--- src/rtl/uart_tx_pkg.sv ---
// Shared encodings for the UART transmit frame controller.
package uart_tx_pkg;

    typedef enum logic [2:0] {
        IDLE   = 3'd0,
        START  = 3'd1,
        DATA   = 3'd2,
        PARITY = 3'd3,
        STOP   = 3'd4
    } tx_state_e;

    localparam logic EVEN      = 1'b0;
    localparam logic ODD       = 1'b1;
    localparam logic LINE_IDLE = 1'b1;
    localparam logic START_BIT = 1'b0;

endpackage

--- src/rtl/parity_calc.sv ---
// Parity bit for a latched byte: XOR-reduce of the data, inverted for odd parity.
module parity_calc
    import uart_tx_pkg::*;
#(
    parameter int unsigned Data_Width = 8
) (
    input  logic [Data_Width-1:0] data_i,
    input  logic                  par_typ_i,
    output logic                  parity_o
);

    assign parity_o = (^data_i) ^ (par_typ_i == ODD);

endmodule

--- src/rtl/uart_tx_ctrl.sv ---
// UART transmit frame controller: latches a byte, sequences the serializer and
// drives the registered serial line (start, data LSB first, optional parity, stop).
module uart_tx_ctrl
    import uart_tx_pkg::*;
#(
    parameter int unsigned Data_Width = 8
) (
    input  logic                  clk,
    input  logic                  RST,
    input  logic                  Data_Valid,
    input  logic [Data_Width-1:0] P_Data,
    input  logic                  PAR_EN,
    input  logic                  PAR_TYP,
    input  logic                  Ser_Data,
    input  logic                  Ser_Done,
    output logic [Data_Width-1:0] P_Data_Out,
    output logic                  Ser_En,
    output logic                  TX_OUT,
    output logic                  Busy
);

    tx_state_e             state_q, state_d;
    logic [Data_Width-1:0] data_q, data_d;
    logic                  par_en_q, par_en_d;
    logic                  par_typ_q, par_typ_d;
    logic                  tx_q, tx_d;
    logic                  busy_q, busy_d;
    logic                  accept;
    logic                  parity_bit;

    parity_calc #(
        .Data_Width(Data_Width)
    ) u_parity_calc (
        .data_i   (data_q),
        .par_typ_i(par_typ_q),
        .parity_o (parity_bit)
    );

    always_comb begin
        state_d   = state_q;
        data_d    = data_q;
        par_en_d  = par_en_q;
        par_typ_d = par_typ_q;
        tx_d      = LINE_IDLE;
        accept    = 1'b0;

        unique case (state_q)
            IDLE: begin
                tx_d = LINE_IDLE;
                if (Data_Valid) begin
                    accept  = 1'b1;
                    state_d = START;
                end
            end
            START: begin
                tx_d    = START_BIT;
                state_d = DATA;
            end
            DATA: begin
                tx_d = Ser_Data;
                if (Ser_Done) begin
                    state_d = par_en_q ? PARITY : STOP;
                end
            end
            PARITY: begin
                tx_d    = parity_bit;
                state_d = STOP;
            end
            STOP: begin
                tx_d = LINE_IDLE;
                // A request during the stop cycle chains straight into the next start bit.
                if (Data_Valid) begin
                    accept  = 1'b1;
                    state_d = START;
                end else begin
                    state_d = IDLE;
                end
            end
            default: begin
                state_d = IDLE;
            end
        endcase

        if (accept) begin
            data_d    = P_Data;
            par_en_d  = PAR_EN;
            par_typ_d = PAR_TYP;
        end

        // Held one extra cycle after STOP so Busy spans the registered stop bit.
        busy_d = (state_d != IDLE) || (state_q != IDLE);
    end

    always_ff @(posedge clk or negedge RST) begin
        if (!RST) begin
            state_q   <= IDLE;
            data_q    <= '0;
            par_en_q  <= 1'b0;
            par_typ_q <= EVEN;
            tx_q      <= LINE_IDLE;
            busy_q    <= 1'b0;
        end else begin
            state_q   <= state_d;
            data_q    <= data_d;
            par_en_q  <= par_en_d;
            par_typ_q <= par_typ_d;
            tx_q      <= tx_d;
            busy_q    <= busy_d;
        end
    end

    assign P_Data_Out = data_q;
    assign Ser_En     = (state_q == DATA);
    assign TX_OUT     = tx_q;
    assign Busy       = busy_q;

endmodule

--- config.mk ---
export PLATFORM = sky130hd
export DESIGN_NAME = uart_tx_ctrl
export DESIGN_NICKNAME = d
export VERILOG_FILES = /design/src/rtl/uart_tx_pkg.sv /design/src/rtl/parity_calc.sv /design/src/rtl/uart_tx_ctrl.sv
export SDC_FILE = /design/constraint.sdc
export NUM_CORES = 1
export LEC_CHECK = 0
export ABC_AREA = 1
export BUFFER_PORTS_ARGS = -buffer_cell sky130_fd_sc_hd__clkbuf_2
export CAP_MARGIN = 5
export CORE_MARGIN = 10
export CORE_UTILIZATION = 45
export DETAILED_ROUTE_END_ITERATION = 8
export PLACE_DENSITY = 0.72
export SETUP_SLACK_MARGIN = 0.05
export SLEW_MARGIN = 20
export SYNTH_ARGS = -nofsm -noshare
export SYNTH_HDL_FRONTEND = slang
export SYNTH_SLANG_ARGS = --single-unit
--- constraint.sdc ---
create_clock -name clk -period 1.95 [get_ports clk]
set_input_delay 0.39 -clock clk [delete_from_list [all_inputs] [get_ports clk]]
set_output_delay 0.39 -clock clk [all_outputs]
set_load 0.005 [all_outputs]
## Word-level counts from Yosys, hierarchy flattened

Index checks and enable logic that the tools add are counted.

| word-level totals | value |
|---|---|
| flip-flop bits (word level) | 15 |
| bits of input ports | 15 |
| output and inout bits | 11 |
| word-level logic and storage cells | 25 |

| cells by class | value |
|---|---|
| eq/ne operators | 4 |
| multiplexer cells | 8 |
| bitwise logic cells | 1 |
| reductions and logical operators | 6 |

Operator list:

| kind | count |
|---|---|
| one-hot mux 3 bit (5 select lines) | 1 |
| two-way mux 3 bit | 3 |
| parity 8 bit | 1 |
| == test 3 x 2 -> 1 bit, second input constant | 2 |
| nonzero test 3 bit | 2 |
| == test 3 x 1 -> 1 bit, second input constant | 1 |
| == test 3 bit, second input constant | 1 |
| zero test 3 bit | 1 |
| two-way mux 1 bit | 3 |
| one-hot mux 1 bit (3 select lines) | 1 |
| OR reduction 2 bit | 1 |
| logical OR 1 bit | 1 |
| bitwise XOR 1 bit | 1 |

## Logic depth before layout (Yosys ltp)

Gate-level depths: netlist of the first run.

| depth | value |
|---|---|
| word-level depth | 5 |
| depth in mapped cells | 9 |
| gate-level depth less buffers | 9 |

## Modules after synthesis

Synthesis of the first run repeated with hierarchy kept, for this count alone.

| second synthesis, totals | value |
|---|---|
| cells, all modules | 109 |
| area total of the unflattened synthesis | 802.0 µm² |

By module, submodules not included:

| module | times used | cells an instance | area an instance (µm²) | seq. area each (µm²) |
|---|---|---|---|---|
| uart_tx_ctrl | 1 | 71 | 638.1 | 376.6 |
| parity_calc | 1 | 38 | 163.9 | 0.0 |

## Worst setup path before layout of the first run

No wires, ideal clock.

| path | value |
|---|---|
| path type | reg-to-reg |
| start point | register state_q[1] |
| end point | register data_q[0], in the netlist P_Data_Out[0] |
| library setup time | 0.125 ns |
| arrival time | 0.922 ns |
| required time | 1.825 ns |
| path slack | 0.903 ns |
| stages on the path, launching flop included | 4 |
| path buffers | 0 |
| clock period less this slack | 1.047 ns |
| cell sequence | dfrtp_1 > inv_1 > nand3_4 > mux2_4 |

| on the way | value |
|---|---|
| longest elaborated chain between the ends | 3 |
| elaborated cells between the ends (all ways) | 4 |
| classes of those cells | eq/ne (1); mux (1); reduce/logical (2) |

RTL lines:

| item | line | source |
|---|---|---|
| from (decl) | uart_tx_ctrl.sv:22 | `tx_state_e state_q, state_d;` |
| from (signal assigned) | uart_tx_ctrl.sv:103 | `state_q <= state_d;` |
| == test 3 bit / zero test 3 bit (equally long branches) | uart_tx_ctrl.sv:47 | `unique case (state_q)` |
| OR reduction 2 bit (no source line) * | n/a |  |
| two-way mux 1 bit * | n/a |  |
| to (signal assigned) | uart_tx_ctrl.sv:104 | `data_q <= data_d;` |
| to (decl) | uart_tx_ctrl.sv:23 | `logic [Data_Width-1:0] data_q, data_d;` |

Mark *: on every way between the ends. The rest lies on a longest branch, timed or not.
A chain may end at the register's enable or synchronous reset.

## Worst setup path after layout of the first run

| path | value |
|---|---|
| start point | register state_q[2] |
| end point | output port Ser_En |

| on the way | value |
|---|---|
| longest elaborated chain between the ends | 1 |

RTL lines:

| item | line | source |
|---|---|---|
| == test 3 x 2 -> 1 bit | uart_tx_ctrl.sv:113 | `assign Ser_En = (state_q == DATA);` |
| to (decl) | uart_tx_ctrl.sv:17 | `output logic Ser_En,` |

No other way between the ends.

==> reports/qor.yml, run 1 <==
synth-async-reset-ratio: 1.000
postLayoutCoreUtil: 0.5901
wl_per_cell_um: 11.95
endpoint_kind: "output pin"
diodes: 0
drive_gt1_frac: 0.3077
synthToLayoutAreaGrowth_pct: 21.37
fin_nets: 133
die_area_mm2: 0.003698
drc: 0
path_max_fanout: 4
slew_viol_final: 0
syn_avg_cell_area_um2: 8.421
grt_max_degree: 19
synthTopCellsByCount: "nand2_1 (28), dfrtp_1 (14), inv_1 (10)"
multi_input_area_um2: 320.3
numCtsBuffers: 3
min_period_ns: 1.498
yosys_warnings: 0
cts_tree: "done"
crit_required_ns: 1.56
crit_type: "reg2out"
cts.sinks: 15
seq_area_um2: 376.6
fmax_mhz: 667.7
routabilityCongestion: 0.7559
fill_cells: 147
num_vias: 635
rows: 14
die_w_um: 60.81
hold_viol: 7
core_region_area_mm2: 0.001541
ys.flop_type: "dfrtp_1"
syn_inst: 89
clk_root_buffer_cell: "clkbuf_4"
powerDensity_mw_per_mm2: 1675
h-tree-depth: 1
dr.pass1.iters: 4
synth_edf_count: 0
cap_violations: 0
timing.final.crit_share: 0.7680
clock_latency_ns: 0.28
viasPerCell: 4.774
grt_overflow: 0
gr-usage-all-layers: 0.09140
fin_tns_setup_ns: 0
yosysTopAreaCellShare: 0.4674
synth-seq-cells: 15
finalSetupViolCount: 0
critPathLaunchType: "flip-flop"
initial_core_util: 0.4862
holdWs_ns: -0.002647
clk_path_buf_depth: 2
antenna_found_initial: 0
postRouteAntennaNets: 0
synthDistinctLibCells: 17
synth_nets: 104
arrival_ns: 1.11
die_h_um: 60.81
grt_pass1_vias: 611
drt_iter0_markers: 5
min_path_type: "in2async"
post_cts_resized: 0
io_pins: 26
portBuffers: 25
synth_top_cell_by_area: "dfrtp_1"
syn_area_um2: 749.5
synth_most_common_cell: "nand2_1"
grt_pass1_wl_mm: 2.559
outcome: "finished, violations left"
synth.area.top_cells: "dfrtp_1 (47%), nand2_1 (14%), mux2_4 (6.0%), a21oi_1 (5.3%), inv_1 (5.0%)"
peakVddDrop_mv: 0.6944
path_clk_slew_ns: 0.09
routed_wirelength_mm: 1.589
cellLeakagePower_nw: 0.5158
holdBufCountCts: 0
rsz0062_at_grt: "false"
maxSlewHeadroom: 0.7572
worstMarginPinSlew_ns: 0.3642
ys_seq_area_frac: 0.5025
cts_setup_buffers: 0
hpwl_mm: 1.276
violations: "hold timing"
skew_ns: 0.001286
[report_power, final]
group	internal [W]	total, W	switching (W)
Combinational	0.000339	0.000761	0.000422
Clock	0.0000795	0.000179	0.0000993
Sequential	0.000466	0.000584	0.000117
Total	0.000884	0.00152	0.000639
[registers in the layout, summed over array words and instances, names as in the netlist]
signal,cells
state_q,3
Busy,1
P_Data_Out,8
par_en_q,1
par_typ_q,1
TX_OUT,1
[layer usage]
metal / GRT usage / vias up / routed length [um]
met3: 0.03132 / 5 / 97
li1: - / 339 / -
met5: 0 / - / 0
met1: 0.09880 / 277 / 655
met4: 0.05643 / 0 / 39
met2: 0.1499 / 14 / 798
[worst paths after layout]
check / startpoint / end / slack [ns] / depth (start not counted)
setup reg to reg: state_q[1] / P_Data_Out[0] / 0.76 / 3
hold / removal: RST / state_q[2] / -0.003 / 1
hold reg to reg: state_q[2] / Busy / 0.53 / 2
min in group clk: P_Data[6] / P_Data_Out[6] / 0.33 / 2
max in group asynchronous: RST / TX_OUT / 1.65 / 1
setup / recovery: state_q[2] / Ser_En / 0.45 / 4
[metrics by stage]
stage | hold WS, ns | setup WS (ns) | power (W) | instance area (um2) | instances
2_1_floorplan | 0.09441 | 0.9031 | 0.001138 | 749.5 | 89
3_3_place_gp | 0.3168 | 0.7570 | 0.001337 | 883.3 | 129
3_5_place_dp | 0.3180 | 0.7628 | 0.001367 | 883.3 | 129
4_1_cts | 0.0007179 | 0.4368 | 0.001549 | 909.6 | 133
5_1_grt | 0.01522 | 0.3759 | 0.001690 | 909.6 | 133
6_report | -0.002647 | 0.4524 | 0.001524 | 909.6 | 133
[layout make-up]
class	count	area share
clock buffers	4	0.02889
inverters	11	0.04539
multi-input cells	62	0.3521
flip-flops and latches	15	0.4140
well taps	16	0.02201
repair buffers	25	0.1376
[cell families (layout without fill, tap and decap cells)]
| family | after synthesis | in the layout | share of synthesized area |
|---|---|---|---|
| AND/OR/NAND/NOR | 48 | 48 | 0.2821 |
| XOR/XNOR | 2 | 2 | 0.02338 |
| AO/OA/AOI/OAI | 9 | 9 | 0.06178 |
| flip-flops | 15 | 15 | 0.5025 |
| multiplexers | 3 | 3 | 0.06010 |
| buffers and inverters | 12 | 40 | 0.07012 |
[placed cells by master (no fill, tap or decap), drive strengths merged]
cell type,Yosys,routed
inv,11,11
xor2,1,1
dfstp,1,1
nand3,8,8
clkbuf,0,29
xnor2,1,1
nor2,10,10
nand3b,1,1
nand2,29,29
dfrtp,14,14
mux2,3,3
a21oi,8,8
o22ai,1,1
[critical path: stages (launching register included)]
cell,delay [ns]
dfrtp_1,0.40
inv_1,0.09
nand2_2,0.08
nor2_2,0.12
clkbuf_2,0.13
Power figures use the tool's default switching activity.
==> inputs of run 2 (changes only) <==
==> constraint.sdc (replaced) <==
create_clock -name clk -period 1.4 [get_ports clk]
set_input_delay 0.28 -clock clk [delete_from_list [all_inputs] [get_ports clk]]
set_output_delay 0.28 -clock clk [all_outputs]
set_load 0.005 [all_outputs]
==> reports/qor.yml, run 2 (synthesis gave the netlist of run 1 again) <==
holdPathEnd: "P_Data_Out[0]"
seqPwrFrac: 0.364  # was 0.383
slew_viol_final: 0  # unchanged
final_cell_mix: "nand2_1 (28), clkbuf_2 (25), dfrtp_1 (14), inv_1 (9), nor2_1 (9)"  # was nand2_1 (28), clkbuf_2 (25), dfrtp_1 (14), inv_1 (10), nor2_1 (9)
pwr-share-clk: 0.105  # was 0.117
share_comb_of_total_power: 0.531  # was 0.499
path_max_fanout: 3  # was 4
portBuffers: 25  # unchanged
antenna_found_initial: 0  # unchanged
hold_viol: 0  # was 7
hpwl_mm: 1.315  # was 1.276 mm
peakVddDrop_mv: 1.055  # was 0.6944 mV
cts_tree: "done"  # unchanged
io_pins: 26  # unchanged
cts.sinks: 15  # unchanged
dpl_worst_slack_ns: 0.2207  # was 0.7628 ns
dr.pass1.iters: 4  # unchanged
rsz0062_at_grt: "true"  # was false
synthToLayoutAreaGrowth_pct: 30.05  # was 21.37%
outcome: "completed"  # was finished, violations left
fin_tns_setup_ns: 0  # unchanged
viasPerCell: 4.850  # was 4.774
crit_required_ns: 1.12  # was 1.56 ns
drive_gt1_frac: 0.3468  # was 0.3077
largest_reg_flops: 8  # unchanged
initial_core_util: 0.4862  # unchanged
place_area_um2: 883.3  # unchanged
design_area_um2: 974.7  # was 909.6 um2
maxSlewHeadroom: 0.7577  # was 0.7572
power.internal_w: 0.001333  # was 0.0008845 W
arrival_ns: 1.05  # was 1.11 ns
routabilityCongestion: 0.8069  # was 0.7559
die_w_um: 60.81  # unchanged
gr-usage-all-layers: 0.09644  # was 0.09140
cellLeakagePower_nw: 0.5512  # was 0.5158 nW
stdcell_count: 140  # was 133
cap_violations: 0  # unchanged
postRouteAntennaNets: 0  # unchanged
num_vias: 679  # was 635
dp.cells: 129  # unchanged
worstMarginPinSlew_ns: 0.3635  # was 0.3642 ns
drt_iter0_markers: 10  # was 5
grt_pass1_vias: 687  # was 611
grt_pass1_wl_mm: 2.704  # was 2.559 mm
fin_nets: 140  # was 133
drc: 0  # unchanged
critPathLaunchType: "flip-flop"  # unchanged
crit_type: "reg2out"  # unchanged
numCtsBuffers: 3  # unchanged
diodes: 0  # unchanged
timing.rr.end: "par_typ_q"  # was P_Data_Out[0]
core_region_area_mm2: 0.001541  # unchanged
grt_max_degree: 19  # unchanged
worst_slack_ns: 0.07364  # was 0.4524 ns
routed_wirelength_mm: 1.626  # was 1.589 mm
min_path_type: "in2reg"  # was in2async
r2r_setup_slack_ns: 0.16  # was 0.76 ns
hold_start: "P_Data[0]"
die_area_mm2: 0.003698  # unchanged
clk_path_buf_depth: 2  # unchanged
crit-reg2reg-launch: "state_q[1]"  # unchanged
skew_ns: 0.002193  # was 0.001286 ns
swShare: 0.4118  # was 0.4195
timing.final.crit_share: 0.9474
min_period_ns: 1.326
finalSetupViolCount: 0  # unchanged
rr_worst_depth: 3  # unchanged
clock_latency_ns: 0.28  # about the same
rows: 14  # unchanged
h-tree-depth: 1  # unchanged
die_h_um: 60.81  # unchanged
wl_per_cell_um: 11.61  # was 11.95 um
p_switching_w: 0.0009331  # was 0.0006391 W
fmax_mhz: 753.9
endpoint_kind: "output pin"  # unchanged
final_common_cell: "nand2_1"  # unchanged
powerDensity_mw_per_mm2: 2325  # was 1675 mW/mm2
path_clk_slew_ns: 0.08  # was 0.09 ns
whs_path_depth: 2
clk_root_buffer_cell: "clkbuf_4"  # unchanged
grt_overflow: 0  # unchanged
run 2: changes by cell type in the layout (fill, tap and decap cells not counted):
cell	before	now
inv_1	10	9
buf_4	0	6
nor2_2	1	0
nor2_4	0	1
dlygate4sd3_1	0	1
nand2_4	0	1
nand2_2	1	0
inv_2	1	2
run 2: layout make-up:
class	count	area [um2]
sequential	15	376.6
tap	16	20.02
clock buffer	4	26.28
multi-input combinational	62	330.3
timing repair buffer	32	180.2
fill	142	566.8
inverter	11	41.29
run 2: power groups by stage:
stage / clock network (W) / logic [W] / registers [W]
floorplan: 0 / 0.000766 / 0.000820
global placement: 0 / 0.00105 / 0.000811
detailed placement: 0 / 0.00109 / 0.000821
CTS: 0.000248 / 0.00114 / 0.000816
global route: 0.000275 / 0.00136 / 0.000865
finish: 0.000238 / 0.00120 / 0.000825
run 2: what timing repair did:
item	4_1_cts	5_1_grt
setup endpoints to repair	1	1
setup buffers	2	4
hold buffers	1	0
hold endpoints to repair	14	0
pin swaps	1	2
gates resized for setup	1	2
run 2: critical path: stages (launching register included):
cell      delay [ns]
dfrtp_1         0.40
inv_2           0.08
nand2_4         0.06
nor2_4          0.12
clkbuf_2        0.12
run 2: how the worst max path moves through the flow:
stage	endpoint	from	slack, ns	cells past startpoint
global placement	P_Data_Out[6]	state_q[1]	0.25	3
detailed placement	par_typ_q	state_q[1]	0.22	3
floorplan	P_Data_Out[0]	state_q[1]	0.35	3
finish	Ser_En	state_q[2]	0.07	4
global route	Ser_En	state_q[2]	0.02	4
CTS	Ser_En	state_q[2]	0.07	4
run 2: layer usage:
layer | wire length (um) | global-route usage | part of all wire
met3 | 62 | 0.02088 | 0.038
met1 | 650 | 0.09277 | 0.40
met5 | 0 | 0 | 0
met2 | 881 | 0.1820 | 0.54
met4 | 32 | 0.05643 | 0.020
run 2: stage by stage:
step | utilization | hold slack (ns) | total power (W)
after CTS | 0.6096 | 0.2256 | 0.002202
after floorplan | - | -0.01559 | 0.001586
after global placement | 0.5731 | 0.2062 | 0.001860
final | 0.6323 | 0.2303 | 0.002266
after global routing | 0.6323 | 0.2140 | 0.002499
after detailed placement | 0.5731 | 0.2088 | 0.001910
